[src/rtl/dm_arbiter_pkg.sv]
// Shared definitions for the data-memory arbiter: size codes, FSM states, alignment rule.
// Optional feature macro used by dm_arbiter: DM_ARBITER_FIXED_PRIO_EN.
package dm_arbiter_pkg;

    localparam logic [1:0] SZ_BYTE = 2'b11;
    localparam logic [1:0] SZ_HALF = 2'b10;
    localparam logic [1:0] SZ_WORD = 2'b00;

    typedef enum logic [1:0] {
        ST_IDLE   = 2'd0,
        ST_ACCESS = 2'd1,
        ST_RESP   = 2'd2
    } state_t;

    // Codes other than byte/half are treated as word accesses.
    function automatic logic is_aligned(input logic [1:0] size, input logic [1:0] off);
        logic ok;
        case (size)
            SZ_BYTE: ok = 1'b1;
            SZ_HALF: ok = ~off[0];
            default: ok = (off == 2'b00);
        endcase
        return ok;
    endfunction

endpackage

[src/rtl/dm_load_align.sv]
// Combinational load extractor: picks the addressed byte/half out of a memory word
// and zero-extends it; word accesses pass straight through.
module dm_load_align
    import dm_arbiter_pkg::*;
#(
    parameter int DATA_W = 32
) (
    input  logic [DATA_W-1:0] dout,
    input  logic [1:0]        size,
    input  logic [1:0]        off,
    output logic [DATA_W-1:0] rdata
);

    always_comb begin
        rdata = '0;
        case (size)
            SZ_BYTE: rdata[7:0]  = dout[8*off +: 8];
            SZ_HALF: rdata[15:0] = dout[16*off[1] +: 16];
            default: rdata       = dout;
        endcase
    end

endmodule

[src/rtl/dm_arbiter.sv]
// Two-port scheduler in front of the single-port data memory (IDLE/ACCESS/RESP FSM).
// Define DM_ARBITER_FIXED_PRIO_EN to make port 0 win every tie instead of round-robin.
module dm_arbiter
    import dm_arbiter_pkg::*;
#(
    parameter int ADDR_W = 9,
    parameter int DATA_W = 32
) (
    input  logic              clk,
    input  logic              rstn,
    input  logic              req0,
    input  logic              req1,
    input  logic              we0,
    input  logic              we1,
    input  logic [ADDR_W-1:0] addr0,
    input  logic [ADDR_W-1:0] addr1,
    input  logic [DATA_W-1:0] wdata0,
    input  logic [DATA_W-1:0] wdata1,
    input  logic [1:0]        size0,
    input  logic [1:0]        size1,
    output logic              gnt0,
    output logic              gnt1,
    output logic              done0,
    output logic              done1,
    output logic              err0,
    output logic              err1,
    output logic [DATA_W-1:0] rdata0,
    output logic [DATA_W-1:0] rdata1,
    output logic              busy,
    output logic              mem_we,
    output logic [ADDR_W-1:0] mem_addr,
    output logic [DATA_W-1:0] mem_din,
    output logic [1:0]        mem_byte,
    input  logic [DATA_W-1:0] mem_dout
);

    state_t            state;
    logic              last;
    logic              lat_port;
    logic              lat_we;
    logic              lat_aligned;
    logic              pick;
    logic [DATA_W-1:0] load_data;

`ifdef DM_ARBITER_FIXED_PRIO_EN
    assign pick = req1 & ~req0;
`else
    // On a tie the port that did not win last time is served.
    assign pick = (req0 & req1) ? ~last : req1;
`endif

    // The latched request lives directly in the mem_* registers.
    assign lat_aligned = is_aligned(mem_byte, mem_addr[1:0]);
    assign mem_we      = (state == ST_ACCESS) & lat_we & lat_aligned;
    assign busy        = (state != ST_IDLE);

    dm_load_align #(.DATA_W(DATA_W)) u_load_align (
        .dout  (mem_dout),
        .size  (mem_byte),
        .off   (mem_addr[1:0]),
        .rdata (load_data)
    );

    always_ff @(posedge clk or negedge rstn) begin
        if (!rstn) begin
            state    <= ST_IDLE;
            last     <= 1'b1;
            lat_port <= 1'b0;
            lat_we   <= 1'b0;
            mem_addr <= '0;
            mem_din  <= '0;
            mem_byte <= '0;
            gnt0     <= 1'b0;
            gnt1     <= 1'b0;
            done0    <= 1'b0;
            done1    <= 1'b0;
            err0     <= 1'b0;
            err1     <= 1'b0;
            rdata0   <= '0;
            rdata1   <= '0;
        end else begin
            gnt0  <= 1'b0;
            gnt1  <= 1'b0;
            done0 <= 1'b0;
            done1 <= 1'b0;
            err0  <= 1'b0;
            err1  <= 1'b0;
            case (state)
                ST_IDLE, ST_RESP: begin
                    if (req0 | req1) begin
                        state    <= ST_ACCESS;
                        lat_port <= pick;
                        last     <= pick;
                        lat_we   <= pick ? we1 : we0;
                        mem_addr <= pick ? addr1 : addr0;
                        mem_din  <= pick ? wdata1 : wdata0;
                        mem_byte <= pick ? size1 : size0;
                        gnt0     <= ~pick;
                        gnt1     <= pick;
                    end else begin
                        state <= ST_IDLE;
                    end
                end
                ST_ACCESS: begin
                    state <= ST_RESP;
                    if (lat_aligned) begin
                        if (lat_port) done1 <= 1'b1;
                        else          done0 <= 1'b1;
                        if (!lat_we) begin
                            if (lat_port) rdata1 <= load_data;
                            else          rdata0 <= load_data;
                        end
                    end else begin
                        if (lat_port) err1 <= 1'b1;
                        else          err0 <= 1'b1;
                    end
                end
                default: state <= ST_IDLE;
            endcase
        end
    end

endmodule

[config.mk]
export PLATFORM = sky130hd
export DESIGN_NAME = dm_arbiter
export DESIGN_NICKNAME = d
export VERILOG_FILES = /design/src/rtl/dm_arbiter_pkg.sv /design/src/rtl/dm_load_align.sv /design/src/rtl/dm_arbiter.sv
export SDC_FILE = /design/constraint.sdc
export NUM_CORES = 1
export LEC_CHECK = 0
export ABC_AREA = 1
export BUFFER_PORTS_ARGS = -buffer_cell sky130_fd_sc_hd__buf_2
export CORE_UTILIZATION = 49
export CTS_BUF_LIST = sky130_fd_sc_hd__clkbuf_4
export DETAILED_ROUTE_END_ITERATION = 12
export GPL_TIMING_DRIVEN = 0
export PLACE_DENSITY_LB_ADDON = 0.3
export SLEW_MARGIN = 20
export SYNTH_ARGS = -nofsm -noshare
export SYNTH_HDL_FRONTEND = slang
export SYNTH_SLANG_ARGS = --single-unit
[constraint.sdc]
create_clock -name clk -period 1.75 [get_ports clk]
set_clock_uncertainty 0.2 [all_clocks]
set_input_delay 0.0875 -clock clk [delete_from_list [all_inputs] [get_ports clk]]
set_output_delay 0.0875 -clock clk [all_outputs]
set_load 0.03 [all_outputs]
==> impl_metrics.tcl, run 1 <==
set metrics [dict create \
    status "finished, violations left" \
    violations "setup timing" \
    crit_slowest_cell "dlygate4sd3_1" \
    tightest_slew_ns 0.706 \
    seqCellArea_um2 2960 \
    dpl.hpwl_mm 12.2 \
    synth_xor_area_share_pct 0 \
    crit_path_max_incr_delay_ns 0.57 \
    drt-initial-drc-count 454 \
    synthAdderAreaFrac_pct 0 \
    grt_pass1_wl_mm 33.2 \
    startpoint_type "input pin" \
    yosys.area_share.simple_pct 37.4 \
    setup.worst_path.end_class "flip-flop" \
    synth_commonest_cells "nand2_1 (393), dfrtp_1 (117), nand3_1 (49), inv_1 (27), nor2_1 (24)" \
    drt_pass1_iterations 5 \
    rr_endpoint "mem_addr[6]" \
    cap_violations 0 \
    rr_worst_depth 6 \
    p_total_mw 11.8 \
    antenna_found_initial 1 \
    synth_top_family_by_area "simple AND/OR/NAND/NOR gates" \
    clk_pin_slew_ns 0.12 \
    synthCells 672 \
    cts_buffer_depth 2 \
    multi_input_area_um2 2090 \
    vias 6497 \
    synthesis.nets 796 \
    synthMuxAreaShare_pct 0 \
    netlist_area_um2 5240 \
    dieWidth_um 105 \
    rsz0062_at_grt "true" \
    crit_arrival_ns 2.04 \
    cts_made_buffers 17 \
    htreeDepth 4 \
    hold_path_depth 4 \
    routabilityCongestion 0.881 \
    n_fill_cell 651 \
    wire_per_inst_um 17.8 \
    vias_per_cell 5.30 \
    ios 239 \
    cp_max_fo 10 \
    slew_headroom_pct 52.9 \
    synth_top_area_share_pct 55.9 \
    synth_top_area_cell "dfrtp_1" \
    synth.avg_cell_area_um2 7.79 \
    die-area_um2 11100 \
    grt-ovfl-total 0 \
    die_y_um 105 \
    routed_wirelength_mm 21.8 \
    period_share_pct 104 \
    grt_start_max_net_pins 76 \
    async_reset_ff_share_pct 100 \
    min_period_ns 1.82 \
    fin_ws_ns -0.0730 \
    synth_area_leaders "dfrtp_1 (56%), nand2_1 (28%), nand3_1 (4.7%)" \
    synth_seq_area_share_pct 56.4 \
    drc 0 \
    fmax_mhz 549 \
    max-vdd-ir-drop_mv 0.907 \
    setup_viol 18 \
    final_nets 1198 \
    r2r-start "last" \
    synth-seq-cells 118 \
    critical_path_class "in2reg" \
    core_area_um2 10300 \
    final-hold-violation-count 0 \
    fp-row-count 37 \
    yosysMostFrequentCell "nand2_1" \
    cts_tree "done" \
    grt_pass1_vias 6663 \
    initial_utilization_pct 50.7 \
    slew_viol_final 0 \
    cp.required_ns 1.96 \
    drive_above_1_share_pct 31.6 \
    cts-root-buf "clkbuf_4" \
    synth_flop_cell "dfrtp_1" \
    cellLeakagePower_nw 4.73 \
    insertion_delay_ns 0.49 \
    powerDensity_nw_per_um2 1390 \
    synth_edf_count 0 \
    groute.usage.overall_pct 39.6 \
    yosys_warnings 0 \
    pre_cts_ws_ns -0.158 \
    clock-sinks 118 \
    drtAntennaViolNets 0 \
    min_from "wdata0[11]" \
    worstHoldPathType "in2reg" \
    io_buffers 238 \
    synthToLayoutAreaGrowth_pct 61.8 \
    synth_compound_area_share_pct 1.15 \
    min_to "mem_din[11]" \
    cp_cell_sequence "dlygate4sd3_1 > buf_2 > o21ai_2 > clkbuf_1 > nand2_1 > nand3_1" \
    reg2reg_setup_slack_ns -0.07 \
    yosys.cell_types.count 22 \
]
## sequential cells by signal (all words and copies together) (netlist names), 2 cells and up
| register | count |
|---|---|
| mem_din | 32 |
| mem_addr | 9 |
| mem_byte | 2 |
| state | 2 |
| rdata0 | 32 |
| rdata1 | 32 |
## cells by family (layout without fill, tap and decap cells)
family,Yosys count,in the layout
compound gates,9,9
simple gates,486,487
buf+inv,59,473
flops,118,118
other cells,0,2
## where the power goes
group	switching (mW)	total, mW	internal (mW)
sequential	0.619	4.30	3.69
clock	1.15	1.86	0.710
combinational	3.86	5.59	1.73
## per-layer routing
metal  global-route usage (%)  up-vias  share of wire, %
met4                     24.5        0               6.6
li1                         -     2876                 -
met3                     10.9      142               9.1
met5                        0        -                 0
met1                     44.0     3001                35
met2                     67.4      478                49
## final cells by class
type | count | area share (%)
antenna | 2 | 0.0591
buffer | 30 | 2.76
clock buffer | 17 | 1.51
clock inverter | 15 | 1.54
inverter | 28 | 1.30
multi-input combinational | 496 | 24.7
sequential | 118 | 34.9
tap | 136 | 2.01
timing repair buffer | 383 | 31.3
## worst max-delay path by stage
stage / startpoint / end / slack (ns) / cells after the start
2_1_floorplan: mem_byte[1] / rdata0[10] / 0.05 / 7
3_3_place_gp: rstn / mem_din[3] / -1.03 / 1
3_5_place_dp: mem_addr[1] / rdata1[29] / -0.16 / 6
4_1_cts: mem_addr[1] / mem_we / -0.08 / 5
5_1_grt: mem_addr[0] / mem_we / -0.13 / 4
6_report: req1 / mem_din[4] / -0.07 / 6
## cell usage in the layout, fill, tap and decap left out, types with 2 or more instances in the layout
| cell | count |
|---|---|
| nand2_1 | 385 |
| buf_2 | 238 |
| dlygate4sd3_1 | 124 |
| dfrtp_1 | 116 |
| nand3_1 | 47 |
| inv_1 | 26 |
| nor2_1 | 21 |
| buf_4 | 19 |
| buf_6 | 18 |
| clkbuf_4 | 17 |
| nand4_1 | 9 |
| nand2_2 | 8 |
| nor2_4 | 6 |
| clkbuf_2 | 6 |
| clkbuf_1 | 5 |
| clkinv_2 | 5 |
| inv_6 | 4 |
| nor2_2 | 3 |
| o211ai_1 | 3 |
| o21ai_0 | 3 |
| clkinvlp_4 | 3 |
| clkinv_4 | 3 |
| diode_2 | 2 |
| nand3_2 | 2 |
| nor3_1 | 2 |
| buf_12 | 2 |
## critical path, delay by kind of cell
| kind | cells | cell delay (ns) |
|---|---|---|
| AOI/OAI and AO/OA | 1 | 0.46 |
| and+or+nand+nor | 2 | 0.30 |
| buffers and inverters | 3 | 1.18 |
## metrics by stage
stage | hold WS (ns) | setup TNS, ns | util, % | instances | cell area [um^2]
floorplan | -0.408 | 0 | - | 672 | 5240
global placement | 0.0929 | -125.60 | 63.9 | 1046 | 6600
detailed placement | -0.0506 | -6.26 | 64.2 | 1047 | 6630
CTS | 0.0864 | -0.0781 | 79.6 | 1210 | 8220
global route | 0.105 | -1.63 | 82.0 | 1224 | 8470
finish | 0.130 | -0.665 | 82.1 | 1225 | 8470
## timing repair
action                                  CTS  global route
setup buffers                             7             8
cloned                                    0             6
hold endpoints to repair                230             0
pin swaps                                 2             9
endpoints found under the setup margin   77           106
hold buffers                            124             0
gates resized for setup                  14            64
Power figures use the tool's default switching activity.
==> run 2: changes to the inputs <==
--- a/config.mk
+++ b/config.mk
@@ -8,4 +8,5 @@
 export ABC_AREA = 1
 export BUFFER_PORTS_ARGS = -buffer_cell sky130_fd_sc_hd__buf_2
+export CAP_MARGIN = 20
 export CORE_UTILIZATION = 49
 export CTS_BUF_LIST = sky130_fd_sc_hd__clkbuf_4
--- a/constraint.sdc
+++ b/constraint.sdc
@@ -3,3 +3,3 @@
 set_input_delay 0.0875 -clock clk [delete_from_list [all_inputs] [get_ports clk]]
 set_output_delay 0.0875 -clock clk [all_outputs]
-set_load 0.03 [all_outputs]
+set_load 0.02 [all_outputs]
==> run 2 against run 1 <==
The run still ends with setup timing left. Combinational power down 12%. Sequential cell count is the same. Die area unchanged. Critical path depth rose by 2. Core utilization is 1.1 points higher. Sequential power hardly changed. Register-to-register slack got worse by 0.05 ns. Sequential share of layout area decreased by 0.45 points. Cell count increased by 0.24%. Critical endpoint is now rdata1[12].
==> impl_metrics.tcl, run 2 (synthesis gave the netlist of run 1 again) <==
set metrics [dict create \
    status "finished, violations left" \
    violations "setup timing" \
    ios 239 \
    cellLeakagePower_nw 4.79 \
    final-hold-violation-count 0 \
    drc 0 \
    vias 6660 \
    placed_area_um2 6630 \
    cp_common_cell "buf_6" \
    setup_viol 33 \
    io_buffers 238 \
    slew_headroom_pct 64.8 \
    grt_start_max_net_pins 74 \
    startpoint_type "flip-flop" \
    dpl.hpwl_mm 12.2 \
    clock-sinks 118 \
    grt_pass1_wl_mm 33.4 \
    cp.required_ns 2.00 \
    insertion_delay_ns 0.52 \
    met2_usage_pct 66.0 \
    layout_commonest_cell "nand2_1" \
    powerDensity_nw_per_um2 1300 \
    fmax_mhz 534 \
    drt-initial-drc-count 570 \
    rsz0062_at_grt "true" \
    layout_common_cells "nand2_1 (369), buf_2 (238), dlygate4sd3_1 (124)" \
    use_met1_pct 44.9 \
    tightest_slew_ns 0.528 \
    hold_ws_ns 0.106 \
    final_nets 1202 \
    cts-root-buf "clkbuf_4" \
    final_area_um2 8590 \
    pre_cts_ws_ns -0.130 \
    met3_usage_pct 11.3 \
    max-vdd-ir-drop_mv 0.651 \
    top_regs "mem_din (32), rdata0 (32), rdata1 (32)" \
    antenna_found_initial 1 \
    drt_pass1_iterations 6 \
    wire_per_inst_um 18.2 \
    routed_wirelength_mm 22.3 \
    cts_made_buffers 17 \
    setup.worst_path.end_class "flip-flop" \
    critical_path_class "reg2reg" \
    crit_slowest_cell "dfrtp_2" \
    die_y_um 105 \
    initial_utilization_pct 50.7 \
    period_share_pct 107 \
    cap_violations 0 \
    die-area_um2 11100 \
    slew_viol_final 0 \
    cts_tree "done" \
    p_total_mw 11.2 \
    synthToLayoutAreaGrowth_pct 64.1 \
    drive_above_1_share_pct 33.7 \
    grt-ovfl-total 0 \
    vias_per_cell 5.42 \
    crit_arrival_ns 2.12 \
    routabilityCongestion 0.882 \
    crit_path_max_incr_delay_ns 0.49 \
    dieWidth_um 105 \
    grt_pass1_vias 6555 \
    fin_ws_ns -0.124 \
    clk_pin_slew_ns 0.13 \
    fp-row-count 37 \
    core_area_um2 10300 \
    grt-busiest-layer "met2" \
    min_period_ns 1.87 \
    cp_max_fo 7 \
    worstHoldPathType "in2reg" \
    groute.usage.overall_pct 39.5 \
    cp_cell_sequence "o21ai_4 > nand3_4 > buf_6 > nor2_4 > buf_6 > buf_6 > nand2_1 > nand2_1" \
    htreeDepth 4 \
    drtAntennaViolNets 0 \
    cts_buffer_depth 2 \
    setup_tns_ns -2.40 \
]
[run 2: worst max-delay path: cells and delay by family (launching register included)]
kind	cells	cell delay (ns)
buffers and inverters	3	0.42
DFF	1	0.49
AOI/OAI and AO/OA	1	0.20
and+or+nand+nor	4	0.49
[run 2: worst paths after layout]
path | endpoint | start | slack, ns | depth (start not counted)
setup / recovery | rdata1[12] | mem_addr[0] | -0.12 | 8
hold / removal | mem_din[25] | wdata0[25] | 0.11 | 4
setup reg to reg | rdata1[12] | mem_addr[0] | -0.12 | 8
hold reg to reg | done0 | lat_port | 0.28 | 1
max in group asynchronous | last | rstn | 0.21 | 4
min in group asynchronous | rdata0[18] | rstn | 0.40 | 3
[run 2: stage by stage]
step                      std cells  util [%]
after CTS                      1209      79.8
after floorplan                 672         -
after detailed placement       1047      64.2
final                          1228      83.2
after global routing           1228      83.2
after global placement         1046      63.9
[run 2: where the power goes]
part	internal, mW	switching (mW)
logic	1.75	3.16
registers	3.69	0.625
clock network	0.848	1.11
total	6.28	4.90
[run 2: final cells by class]
| cell class | count | area [um^2] |
|---|---|---|
| clock inverter | 14 | 136 |
| tap | 136 | 170 |
| inverter | 28 | 108 |
| sequential | 118 | 2960 |
| timing repair buffer | 388 | 2700 |
| multi-input combinational | 495 | 2140 |
| buffer | 30 | 244 |
| fill | 623 | 1740 |
| antenna | 1 | 2.50 |
| clock buffer | 18 | 135 |
[run 2: routing by layer]
metal	routed length [um]	share of wire, %
met2	10700	48
met3	2470	11
met4	1510	6.8
met1	7640	34
met5	0	0
[run 2: repair_timing]
| item | in CTS | in global routing |
|---|---|---|
| gates cloned | 0 | 7 |
| resized for setup | 16 | 96 |
| setup buffers | 6 | 12 |
| endpoints found under the setup margin | 91 | 103 |
| endpoints found under the hold margin | 229 | 0 |
| hold buffers | 124 | 0 |
| pin swaps | 2 | 17 |
